[config.mk]
export PLATFORM = sky130hd
export DESIGN_NAME = neuron_tile_lif
export DESIGN_NICKNAME = d
export VERILOG_FILES = /design/src/rtl/neuron_pkg.sv /design/src/rtl/neuron_lif_unit.sv /design/src/rtl/neuron_tile_lif.sv
export SDC_FILE = /design/constraint.sdc
export NUM_CORES = 1
export LEC_CHECK = 0
export ABC_AREA = 1
export CAP_MARGIN = 20
export CORE_MARGIN = 1.5
export CORE_UTILIZATION = 45
export CTS_CLUSTER_DIAMETER = 80
export DETAILED_ROUTE_END_ITERATION = 10
export GPL_ROUTABILITY_DRIVEN = 0
export PLACE_DENSITY_LB_ADDON = 0.15
export SETUP_SLACK_MARGIN = 0.05
export SYNTH_ARGS = -nofsm -noshare
export SYNTH_HDL_FRONTEND = slang
export SYNTH_SLANG_ARGS = --single-unit
[constraint.sdc]
create_clock -name clk -period 5.9 [get_ports clk]
set_clock_uncertainty 0.2 [all_clocks]
set_input_delay 0.885 -clock clk [delete_from_list [all_inputs] [get_ports clk]]
set_output_delay 0.885 -clock clk [all_outputs]
set_load 0.02 [all_outputs]
[src/rtl/neuron_pkg.sv]
// Shared control codes, FSM encoding and saturating arithmetic
// for the LIF neuron tile.
package neuron_pkg;

  localparam logic [3:0] CTRL_RESET    = 4'b0001;
  localparam logic [3:0] CTRL_SETUP    = 4'b0010;
  localparam logic [3:0] CTRL_DATA     = 4'b0110;
  localparam logic [3:0] CTRL_STOP     = 4'b0000;
  localparam logic [3:0] CTRL_FINISHED = 4'b1000;

  typedef enum logic [2:0] {
    ST_IDLE  = 3'd0,
    ST_SETUP = 3'd1,
    ST_ACCUM = 3'd2,
    ST_PAUSE = 3'd3,
    ST_FIRE  = 3'd4,
    ST_DONE  = 3'd5
  } state_e;

  // Operands are pre-extended to 32 bits, so the raw sum never
  // wraps; the result is clamped to a w-bit signed range.
  function automatic logic signed [31:0] sat_add(
    input logic signed [31:0] a,
    input logic signed [31:0] b,
    input int                 w
  );
    logic signed [31:0] s;
    logic signed [31:0] hi;
    logic signed [31:0] lo;
    s  = a + b;
    hi = (32'sd1 <<< (w - 1)) - 32'sd1;
    lo = -(32'sd1 <<< (w - 1));
    if (s > hi) begin
      sat_add = hi;
    end else if (s < lo) begin
      sat_add = lo;
    end else begin
      sat_add = s;
    end
  endfunction

endpackage

[src/rtl/neuron_lif_unit.sv]
// One leaky integrate-and-fire neuron: membrane register,
// accumulate, leak, threshold compare and refractory counter.
module neuron_lif_unit
  import neuron_pkg::*;
#(
  parameter int SIZE_DATA  = 8,
  parameter int SIZE_VMEM  = 16,
  parameter int REFRACTORY = 2,
  parameter int RESET_MODE = 0
) (
  input  logic                 clk,
  input  logic                 rst_n,
  input  logic                 clr_i,
  input  logic                 load_i,
  input  logic                 acc_i,
  input  logic                 fire_i,
  input  logic [SIZE_VMEM-1:0] vmem_init_i,
  input  logic [SIZE_DATA-1:0] weight_i,
  input  logic [SIZE_VMEM-1:0] threshold_i,
  input  logic [SIZE_VMEM-1:0] leak_i,
  output logic                 spike_o,
  output logic [SIZE_VMEM-1:0] vmem_o
);

  localparam int RW =
    (REFRACTORY > 0) ? $clog2(REFRACTORY + 1) : 1;

  logic signed [SIZE_VMEM-1:0] vmem_q, vmem_d;
  logic        [RW-1:0]        ref_q, ref_d;
  logic                        spike_q, spike_d;
  logic signed [SIZE_VMEM-1:0] thr;
  logic signed [SIZE_VMEM-1:0] v_acc;
  logic signed [SIZE_VMEM-1:0] v_leak;
  logic signed [SIZE_VMEM-1:0] v_sub;

  assign thr = $signed(threshold_i);

  assign v_acc = SIZE_VMEM'(sat_add(
    32'(vmem_q), 32'($signed(weight_i)), SIZE_VMEM));

  assign v_leak = SIZE_VMEM'(sat_add(
    32'(vmem_q), -(32'(leak_i)), SIZE_VMEM));

  assign v_sub = SIZE_VMEM'(sat_add(
    32'(v_leak), -(32'(thr)), SIZE_VMEM));

  always_comb begin
    vmem_d  = vmem_q;
    ref_d   = ref_q;
    spike_d = spike_q;
    unique case (1'b1)
      clr_i: begin
        vmem_d  = '0;
        ref_d   = '0;
        spike_d = 1'b0;
      end
      load_i: vmem_d = $signed(vmem_init_i);
      acc_i:  vmem_d = v_acc;
      fire_i: begin
        if (ref_q != '0) begin
          spike_d = 1'b0;
          ref_d   = ref_q - RW'(1);
          vmem_d  = v_leak;
        end else if (v_leak >= thr) begin
          spike_d = 1'b1;
          ref_d   = RW'(REFRACTORY);
          vmem_d  = (RESET_MODE != 0) ? v_sub : '0;
        end else begin
          spike_d = 1'b0;
          vmem_d  = v_leak;
        end
      end
      default: ;
    endcase
  end

  always_ff @(posedge clk or negedge rst_n) begin
    if (!rst_n) begin
      vmem_q  <= '0;
      ref_q   <= '0;
      spike_q <= 1'b0;
    end else begin
      vmem_q  <= vmem_d;
      ref_q   <= ref_d;
      spike_q <= spike_d;
    end
  end

  assign spike_o = spike_q;
  assign vmem_o  = vmem_q;

endmodule

[src/rtl/neuron_tile_lif.sv]
// Tile of SIZE_TILE LIF neurons sequenced by the control-message
// FSM; owns the beat counter and the spike-valid pulse.
module neuron_tile_lif
  import neuron_pkg::*;
#(
  parameter int SIZE_CONTROL  = 4,
  parameter int SIZE_DATA     = 8,
  parameter int SIZE_VMEM     = 16,
  parameter int SIZE_TILE     = 4,
  parameter int NUM_INPUT     = 31,
  parameter int SIZE_COUNTERS = $clog2(NUM_INPUT + 1),
  parameter int REFRACTORY    = 2,
  parameter int RESET_MODE    = 0
) (
  input  logic                           clk,
  input  logic                           rst_n,
  input  logic [SIZE_CONTROL-1:0]        msgControl,
  input  logic [SIZE_DATA*SIZE_TILE-1:0] msgData,
  input  logic                           dataValid,
  input  logic [SIZE_VMEM*SIZE_TILE-1:0] msgVmem,
  input  logic [SIZE_VMEM-1:0]           threshold,
  input  logic [SIZE_VMEM-1:0]           leak,
  output logic [SIZE_TILE-1:0]           spikeBuffer,
  output logic                           spikeValid,
  output logic [SIZE_VMEM*SIZE_TILE-1:0] vmemOut,
  output logic [2:0]                     stateOut,
  output logic [SIZE_COUNTERS-1:0]       inputCount
);

  state_e                   state_q;
  logic [SIZE_COUNTERS-1:0] cnt_q;
  logic                     valid_q;

  logic is_rst, is_setup, is_data, is_stop, is_fin;
  logic beat, last_beat;

  assign is_rst   = msgControl == SIZE_CONTROL'(CTRL_RESET);
  assign is_setup = msgControl == SIZE_CONTROL'(CTRL_SETUP);
  assign is_data  = msgControl == SIZE_CONTROL'(CTRL_DATA);
  assign is_stop  = msgControl == SIZE_CONTROL'(CTRL_STOP);
  assign is_fin   = msgControl == SIZE_CONTROL'(CTRL_FINISHED);

  assign beat = (state_q == ST_ACCUM) && dataValid
    && (cnt_q < SIZE_COUNTERS'(NUM_INPUT));
  assign last_beat = beat
    && (cnt_q == SIZE_COUNTERS'(NUM_INPUT - 1));

  always_ff @(posedge clk or negedge rst_n) begin
    if (!rst_n) begin
      state_q <= ST_IDLE;
      cnt_q   <= '0;
      valid_q <= 1'b0;
    end else if (is_rst) begin
      state_q <= ST_IDLE;
      cnt_q   <= '0;
      valid_q <= 1'b0;
    end else begin
      valid_q <= (state_q == ST_FIRE);
      case (state_q)
        ST_IDLE: if (is_setup) state_q <= ST_SETUP;
        ST_SETUP: begin
          cnt_q <= '0;
          if (is_data) state_q <= ST_ACCUM;
        end
        ST_ACCUM: begin
          if (beat) cnt_q <= cnt_q + 1'b1;
          // The beat lands before any transition on the same edge.
          if (last_beat || is_fin) begin
            state_q <= ST_FIRE;
          end else if (is_stop) begin
            state_q <= ST_PAUSE;
          end
        end
        ST_PAUSE: begin
          if (is_fin) begin
            state_q <= ST_FIRE;
          end else if (is_data) begin
            state_q <= ST_ACCUM;
          end
        end
        ST_FIRE: state_q <= ST_DONE;
        ST_DONE: if (is_setup) state_q <= ST_SETUP;
        default: state_q <= ST_IDLE;
      endcase
    end
  end

  logic do_load, do_acc, do_fire;

  assign do_load = !is_rst && (state_q == ST_SETUP);
  assign do_acc  = !is_rst && beat;
  assign do_fire = !is_rst && (state_q == ST_FIRE);

  for (genvar i = 0; i < SIZE_TILE; i++) begin : g_neuron
    neuron_lif_unit #(
      .SIZE_DATA  (SIZE_DATA),
      .SIZE_VMEM  (SIZE_VMEM),
      .REFRACTORY (REFRACTORY),
      .RESET_MODE (RESET_MODE)
    ) u_unit (
      .clk         (clk),
      .rst_n       (rst_n),
      .clr_i       (is_rst),
      .load_i      (do_load),
      .acc_i       (do_acc),
      .fire_i      (do_fire),
      .vmem_init_i (msgVmem[i*SIZE_VMEM +: SIZE_VMEM]),
      .weight_i    (msgData[i*SIZE_DATA +: SIZE_DATA]),
      .threshold_i (threshold),
      .leak_i      (leak),
      .spike_o     (spikeBuffer[i]),
      .vmem_o      (vmemOut[i*SIZE_VMEM +: SIZE_VMEM])
    );
  end

  assign spikeValid = valid_q;
  assign stateOut   = state_q;
  assign inputCount = cnt_q;

endmodule

### Word-level counts from Yosys, hierarchy flattened

Cells that the tools add are included.

* add/sub/neg operators: 14
* magnitude comparators: 21
* eq/ne operators: 17
* muxes and demuxes: 63
* reduce and logical (&&, ||, !) cells: 24

Operators with widths (count)
* 2-to-1 mux 16 bit: 24
* case mux 16 bit (4 select lines): 4
* adder 16 x 32 -> 32 bit: 4
* greater-than comparator 32 x 16 -> 1 bit, second input constant: 4
* < comparator 32 x 16 -> 1 bit, second input constant: 4
* adder 16 x 8 -> 17 bit: 4
* greater-than comparator 17 x 16 -> 1 bit, second input constant: 4
* < comparator 17 x 16 -> 1 bit, second input constant: 4
* >= comparator 16 bit: 4
* negator 16 -> 32 bit: 1
* 2-to-1 mux 3 bit: 6
* 2-to-1 mux 2 bit: 8
* case mux 2 bit (2 select lines): 4
* != test 3 x 1 -> 1 bit, second input constant: 5
* case mux 3 bit (5 select lines): 1
* AND reduction 2 bit: 6
* 2-to-1 mux 5 bit: 2
* case mux 5 bit (2 select lines): 1
* nonzero test 2 bit: 5
* 2-to-1 mux 1 bit: 9
* case mux 1 bit (2 select lines): 4
* subtractor 2 x 1 -> 2 bit, second input constant: 4
* equality test 3 x 2 -> 1 bit, second input constant: 2
* equality test 3 bit, second input constant: 2
* 18 further kinds: 23

* flip-flop bits (word level): 85
* input bits: 135
* logic and storage cells: 154

### Longest topological paths before layout

* word-level depth: 9
* depth in mapped cells: 44

### By module

A second synthesis with hierarchy kept.

* cells, all modules: 2414
* area, all modules: 15009.4 um^2

Modules (own cells, without submodules)
* neuron_lif_unit at g_neuron[0].u_unit ...: instances 2, cells an instance 583, area each 3601.0 um^2
* neuron_lif_unit at g_neuron[3].u_unit: instances 1, cells an instance 587, area each 3652.3 um^2
* neuron_lif_unit at g_neuron[1].u_unit: instances 1, cells an instance 568, area each 3510.9 um^2
* neuron_tile_lif: instances 1, cells an instance 93, area each 644.4 um^2

### Worst setup path after synthesis

Ideal clock, no wire load.

* kind: input-to-reg
* start: input port leak[1]
* end: register g_neuron[0].u_unit.vmem_q[5]
* library setup time: 0.068 ns
* arrival: 5.882 ns
* slack: -0.251 ns
* stages on the path: 37
* buffers on the path: 2
* cell sequence: nor3_1 > nand3b_1 > nor2_1 > nand3b_1 > nor2_1 > nand3_1 > nor3_2 > ha_1 > ha_1 > nand2_2 > inv_1 > nand2_2 > inv_1 > a21oi_2 > nor2_1 > nor2_1 > nand2_2 > a21oi_2 > or2_4 > nand2_4 > inv_4 > nand2_8 > buf_12 > nand2_4 > nand2_4 > ha_1 > a21oi_1 > nand3b_1 > a21oi_1 > nor3_1 > nand2_1 > nand2_1 > nand3_1 > a21oi_1 > clkbuf_8 > nand2_1 > nand3_1

* word-level cells in the longest chain between the ends: 9

Ends and longest elaborated chain
* start, declared: line neuron_tile_lif.sv:22 `input logic [SIZE_VMEM-1:0] leak,`
* negator 16 -> 32 bit *: line neuron_lif_unit.sv:42 `32'(vmem_q), -(32'(leak_i)), SIZE_VMEM));`
* adder 16 x 32 -> 32 bit *: line neuron_pkg.sv:30 `s = a + b;`
* < comparator 32 x 16 -> 1 bit: line neuron_pkg.sv:35 `end else if (s < lo) begin`
* 2-to-1 mux 16 bit: line neuron_pkg.sv:35
* 2-to-1 mux 16 bit *: line neuron_pkg.sv:33 `if (s > hi) begin`
* >= comparator 16 bit: line neuron_lif_unit.sv:64 `end else if (v_leak >= thr) begin`
* 2-to-1 mux 16 bit: line neuron_lif_unit.sv:64
* 2-to-1 mux 16 bit *: line neuron_lif_unit.sv:60 `if (ref_q != '0) begin`
* case mux 16 bit (4 select lines) *: line neuron_lif_unit.sv:51 `unique case (1'b1)`
* end signal, assigned: line neuron_lif_unit.sv:83 `vmem_q <= vmem_d;`
* end, declared: line neuron_lif_unit.sv:28 `logic signed [SIZE_VMEM-1:0] vmem_q, vmem_d;`

Mark *: on every way between the ends. The rest lies on a longest branch, timed or not.
A chain may end at the register's enable or synchronous reset.

### Worst setup path after layout

* start: input port leak[8]
* end: register g_neuron[2].u_unit.ref_q[1]

* word-level cells in the longest chain between the ends: 8

Ends and longest elaborated chain
* negator 16 -> 32 bit *: line neuron_lif_unit.sv:42
* adder 16 x 32 -> 32 bit *: line neuron_pkg.sv:30
* < comparator 32 x 16 -> 1 bit: line neuron_pkg.sv:35
* 2-to-1 mux 16 bit: line neuron_pkg.sv:35
* 2-to-1 mux 16 bit *: line neuron_pkg.sv:33
* >= comparator 16 bit *: line neuron_lif_unit.sv:64
* != test 3 x 1 -> 1 bit (no line) *
* AND reduction 2 bit (no line) *
* end signal, assigned: line neuron_lif_unit.sv:84 `ref_q <= ref_d;`
* end, declared: line neuron_lif_unit.sv:29 `logic [RW-1:0] ref_q, ref_d;`

Marks and branches as above.

==> impl_metrics.py <==
metrics = {
    "global_routing": {
        "grt_use_met1_pct": 41.2,
        "grt_max_degree": 73,
        "grt_usage_pct": 35.1,
        "grt-busiest-layer": "met2",
        "grt_pass1_vias": 24900,
        "antenna_found_initial": 5,
        "grt_util_met3_pct": 4.03,
        "use_met2_pct": 61.0,
        "grt_overflow": 0,
        "grt_pass1_wl_um": 125000,
    },
    "yosys": {
        "netlist_area_um2": 19700,
        "yosysTopAreaCell": "nand2_1",
        "avgSynthCellArea_um2": 5.91,
        "synth_warnings": 0,
        "yosys-top-cells-area": "nand2_1 (23%), ha_1 (17%), dfrtp_1 (11%)",
        "synth_top_area_share_pct": 22.5,
        "synth.yosys.seq_area_share_pct": 10.8,
        "netlist_instances": 3338,
        "ys_async_sr_fraction_pct": 100,
        "synth_ff_type": "dfrtp_1",
        "syn-num-nets": 3745,
        "ys_ff_latch": 85,
        "synth_edf_count": 0,
        "post_synth_num_cell_types": 66,
    },
    "timing": {
        "setup_tns_ns": -20.52,
        "layout_setup_ws_ns": -0.397,
        "hold_viol": 0,
        "max_freq_ghz": 0.159,
        "hold_slack_ns": 0.165,
        "setup_viol": 76,
        "tightest_slew_ns": 1.03,
        "drv_slew": 0,
        "min_period_ns": 6.30,
        "relSlewSlack_pct": 31.0,
        "rsz0062_at_grt": "true",
        "fin_crit_sh_pct": 107,
    },
    "routing": {
        "drt_pass1_iterations": 6,
        "drt_wl_total_um": 81300,
        "vias": 25400,
        "wl_per_cell_um": 17.6,
        "drc": 0,
        "drtAntennaViolNets": 0,
        "viasPerCell": 5.50,
        "drt_first_iter_violations": 1960,
    },
    "worst_setup_path": {
        "r2r-start": "g_neuron[1].u_unit.vmem_o[15]",
        "rrSetupSlack_ns": 0.71,
        "max_stage_delay_ns": 0.51,
        "critPathMaxFanout": 8,
        "cpMostUsedCell": "nand2_2",
        "worstRegToRegCells": 30,
        "r2r_end": "g_neuron[1].u_unit.vmem_o[3]",
        "worst_ep_arrival_time_ns": 6.33,
        "crit_required_ns": 5.93,
        "cp-start-kind": "primary input",
        "crit_path_end_kind": "register",
        "critical_path_class": "in2reg",
        "crit_slowest_cell": "clkdlybuf4s50_1",
    },
    "cells_and_area": {
        "final_common_cell": "nand2_1",
        "final_cell_mix": "nand2_1 (1119), buf_4 (486), inv_1 (391)",
        "drive_gt1_share_pct": 23.9,
        "syn_to_final_growth_pct": 42.9,
        "design_area_um2": 28200,
        "fin_nets": 4440,
        "final_cell_count_no_fill": 4627,
    },
    "floorplanning": {
        "start_util_pct": 45.7,
        "io_pins": 212,
        "die_y_um": 212,
        "num_rows": 76,
        "coreArea_um2": 43200,
        "die_w_um": 212,
        "die_area_um2": 45100,
    },
    "run": {
        "maxCapViolations": 0,
    },
    "place": {
        "dpl.cell_count": 4550,
        "portBuffers": 211,
        "place_hpwl_um": 65800,
        "postPlaceCellArea_um2": 25800,
    },
    "clock_network": {
        "clk_pin_slew_ns": 0.07,
        "cts_hold_buffers": 0,
        "clk_latency_ns": 0.36,
        "cts_buffers": 9,
        "clk_root_buffer_cell": "clkbuf_16",
        "cts.path.max_buffers": 2,
        "cts_tree": "built",
        "cts.sinks": 85,
        "htree_levels": 3,
    },
    "power": {
        "p_seq_share_pct": 7.1,
        "swShare_pct": 54.4,
        "vdd_drop_max_mv": 0.364,
        "internal_power_w": 0.00942,
        "power_density_nw_per_um2": 732,
        "power_switching_w": 0.0112,
        "power.leakage_nw": 14.8,
        "combinationalPowerShare_pct": 89.6,
        "clkPwrFrac_pct": 3.4,
    },
    "run_status": {
        "status": "finished with violations",
        "violations": "negative setup slack",
    },
    "hold_path": {
        "min_path_type": "in2async",
    },
}
==> registers in the layout (all words and copies together), names as in the netlist <==
signal	count
g_neuron.u_unit.vmem_o	64
inputCount	5
stateOut	3
g_neuron.u_unit.ref_q	8
g_neuron.u_unit.spike_o	4
spikeValid	1
==> area by class of cell <==
| type | count | area, um2 |
|---|---|---|
| Antenna cell | 4 | 10.0 |
| Clock buffer | 9 | 225 |
| Clock inverter | 7 | 128 |
| Fill cell | 3923 | 15000 |
| Inverter | 420 | 1580 |
| Multi-Input combinational cell | 2798 | 17200 |
| Sequential cell | 85 | 2130 |
| Tap cell | 585 | 732 |
| Timing Repair Buffer | 719 | 6160 |
==> cells in the mapped netlist, types with 9 or more instances <==
master	n
nand2_1	1183
o21ai_0	94
dfrtp_1	85
nand2_2	63
nand3_1	196
and2_1	15
a31oi_1	19
xnor2_1	26
a21oi_2	15
nand2_4	23
nor3_1	32
xor2_1	101
nor2_1	290
inv_2	18
nor3_2	9
ha_1	264
nand3_2	16
nor2_2	21
clkbuf_1	18
nand4_1	70
inv_1	401
o21bai_1	15
o21ai_1	12
nand3b_1	17
a21oi_1	210
==> per-stage QoR <==
stage / setup WS [ns] / power, W / utilization (%)
after global placement: -1.35 / 0.0172 / 59.8
after global routing: -0.708 / 0.0223 / 65.3
after CTS: -0.211 / 0.0196 / 64.0
final: -0.397 / 0.0206 / 65.3
after detailed placement: -1.52 / 0.0176 / 59.8
after floorplan: 0.0216 / 0.0112 / -
==> power groups by stage <==
stage | Sequential [W] | Clock (W) | Combinational [W]
2_1_floorplan | 0.00144 | 0 | 0.00974
3_3_place_gp | 0.00146 | 0 | 0.0157
3_5_place_dp | 0.00146 | 0 | 0.0161
4_1_cts | 0.00148 | 0.000689 | 0.0174
5_1_grt | 0.00146 | 0.000713 | 0.0201
6_report | 0.00146 | 0.000693 | 0.0185
==> worst max-delay path, delay by kind of cell <==
| kind | cells | cell delay, ns |
|---|---|---|
| AOI/OAI and AO/OA | 4 | 0.63 |
| adders and majority gates | 3 | 0.76 |
| buffers and inverters | 7 | 1.34 |
| and+or+nand+nor | 23 | 2.68 |
==> layer usage <==
metal | vias to the layer above | routed length (um)
li1 | 12300 | -
met1 | 11700 | 32100
met2 | 1111 | 38300
met3 | 347 | 5240
met5 | - | 10
met4 | 2 | 5630
==> worst max-delay path by stage <==
stage,startpoint,to,slack (ns),depth (start not counted)
global placement,leak[1],g_neuron[2].u_unit.ref_q[1],-1.35,42
detailed placement,leak[1],g_neuron[2].u_unit.ref_q[1],-1.52,42
floorplan,leak[1],g_neuron[0].u_unit.vmem_o[5],0.02,37
global route,leak[2],g_neuron[0].u_unit.ref_q[1],-0.71,42
CTS,leak[2],g_neuron[2].u_unit.ref_q[1],-0.21,40
finish,leak[8],g_neuron[2].u_unit.ref_q[1],-0.40,37
==> cells by family (layout without fill, tap and decap cells) <==
family                     after synthesis  count (layout)  synth area share, %
and+or+nand+nor                       1958            1965                 43.5
muxes                                    1               1               0.0507
DFF                                     85              85                 10.8
adders and majority gates              272             272                 17.6
xor gates and xnor gates               133             133                 6.19
AOI/OAI and AO/OA                      427             427                 12.4
other                                    0               4                    0
buffers and inverters                  462            1155                 9.54
==> what timing repair did <==
item,in CTS,in global routing
setup buffers,37,8
pin swaps,101,39
setup endpoints to repair,76,76
gates cloned,10,0
resized for setup,241,100
Note: power is estimated with default switching activity, not from simulation.
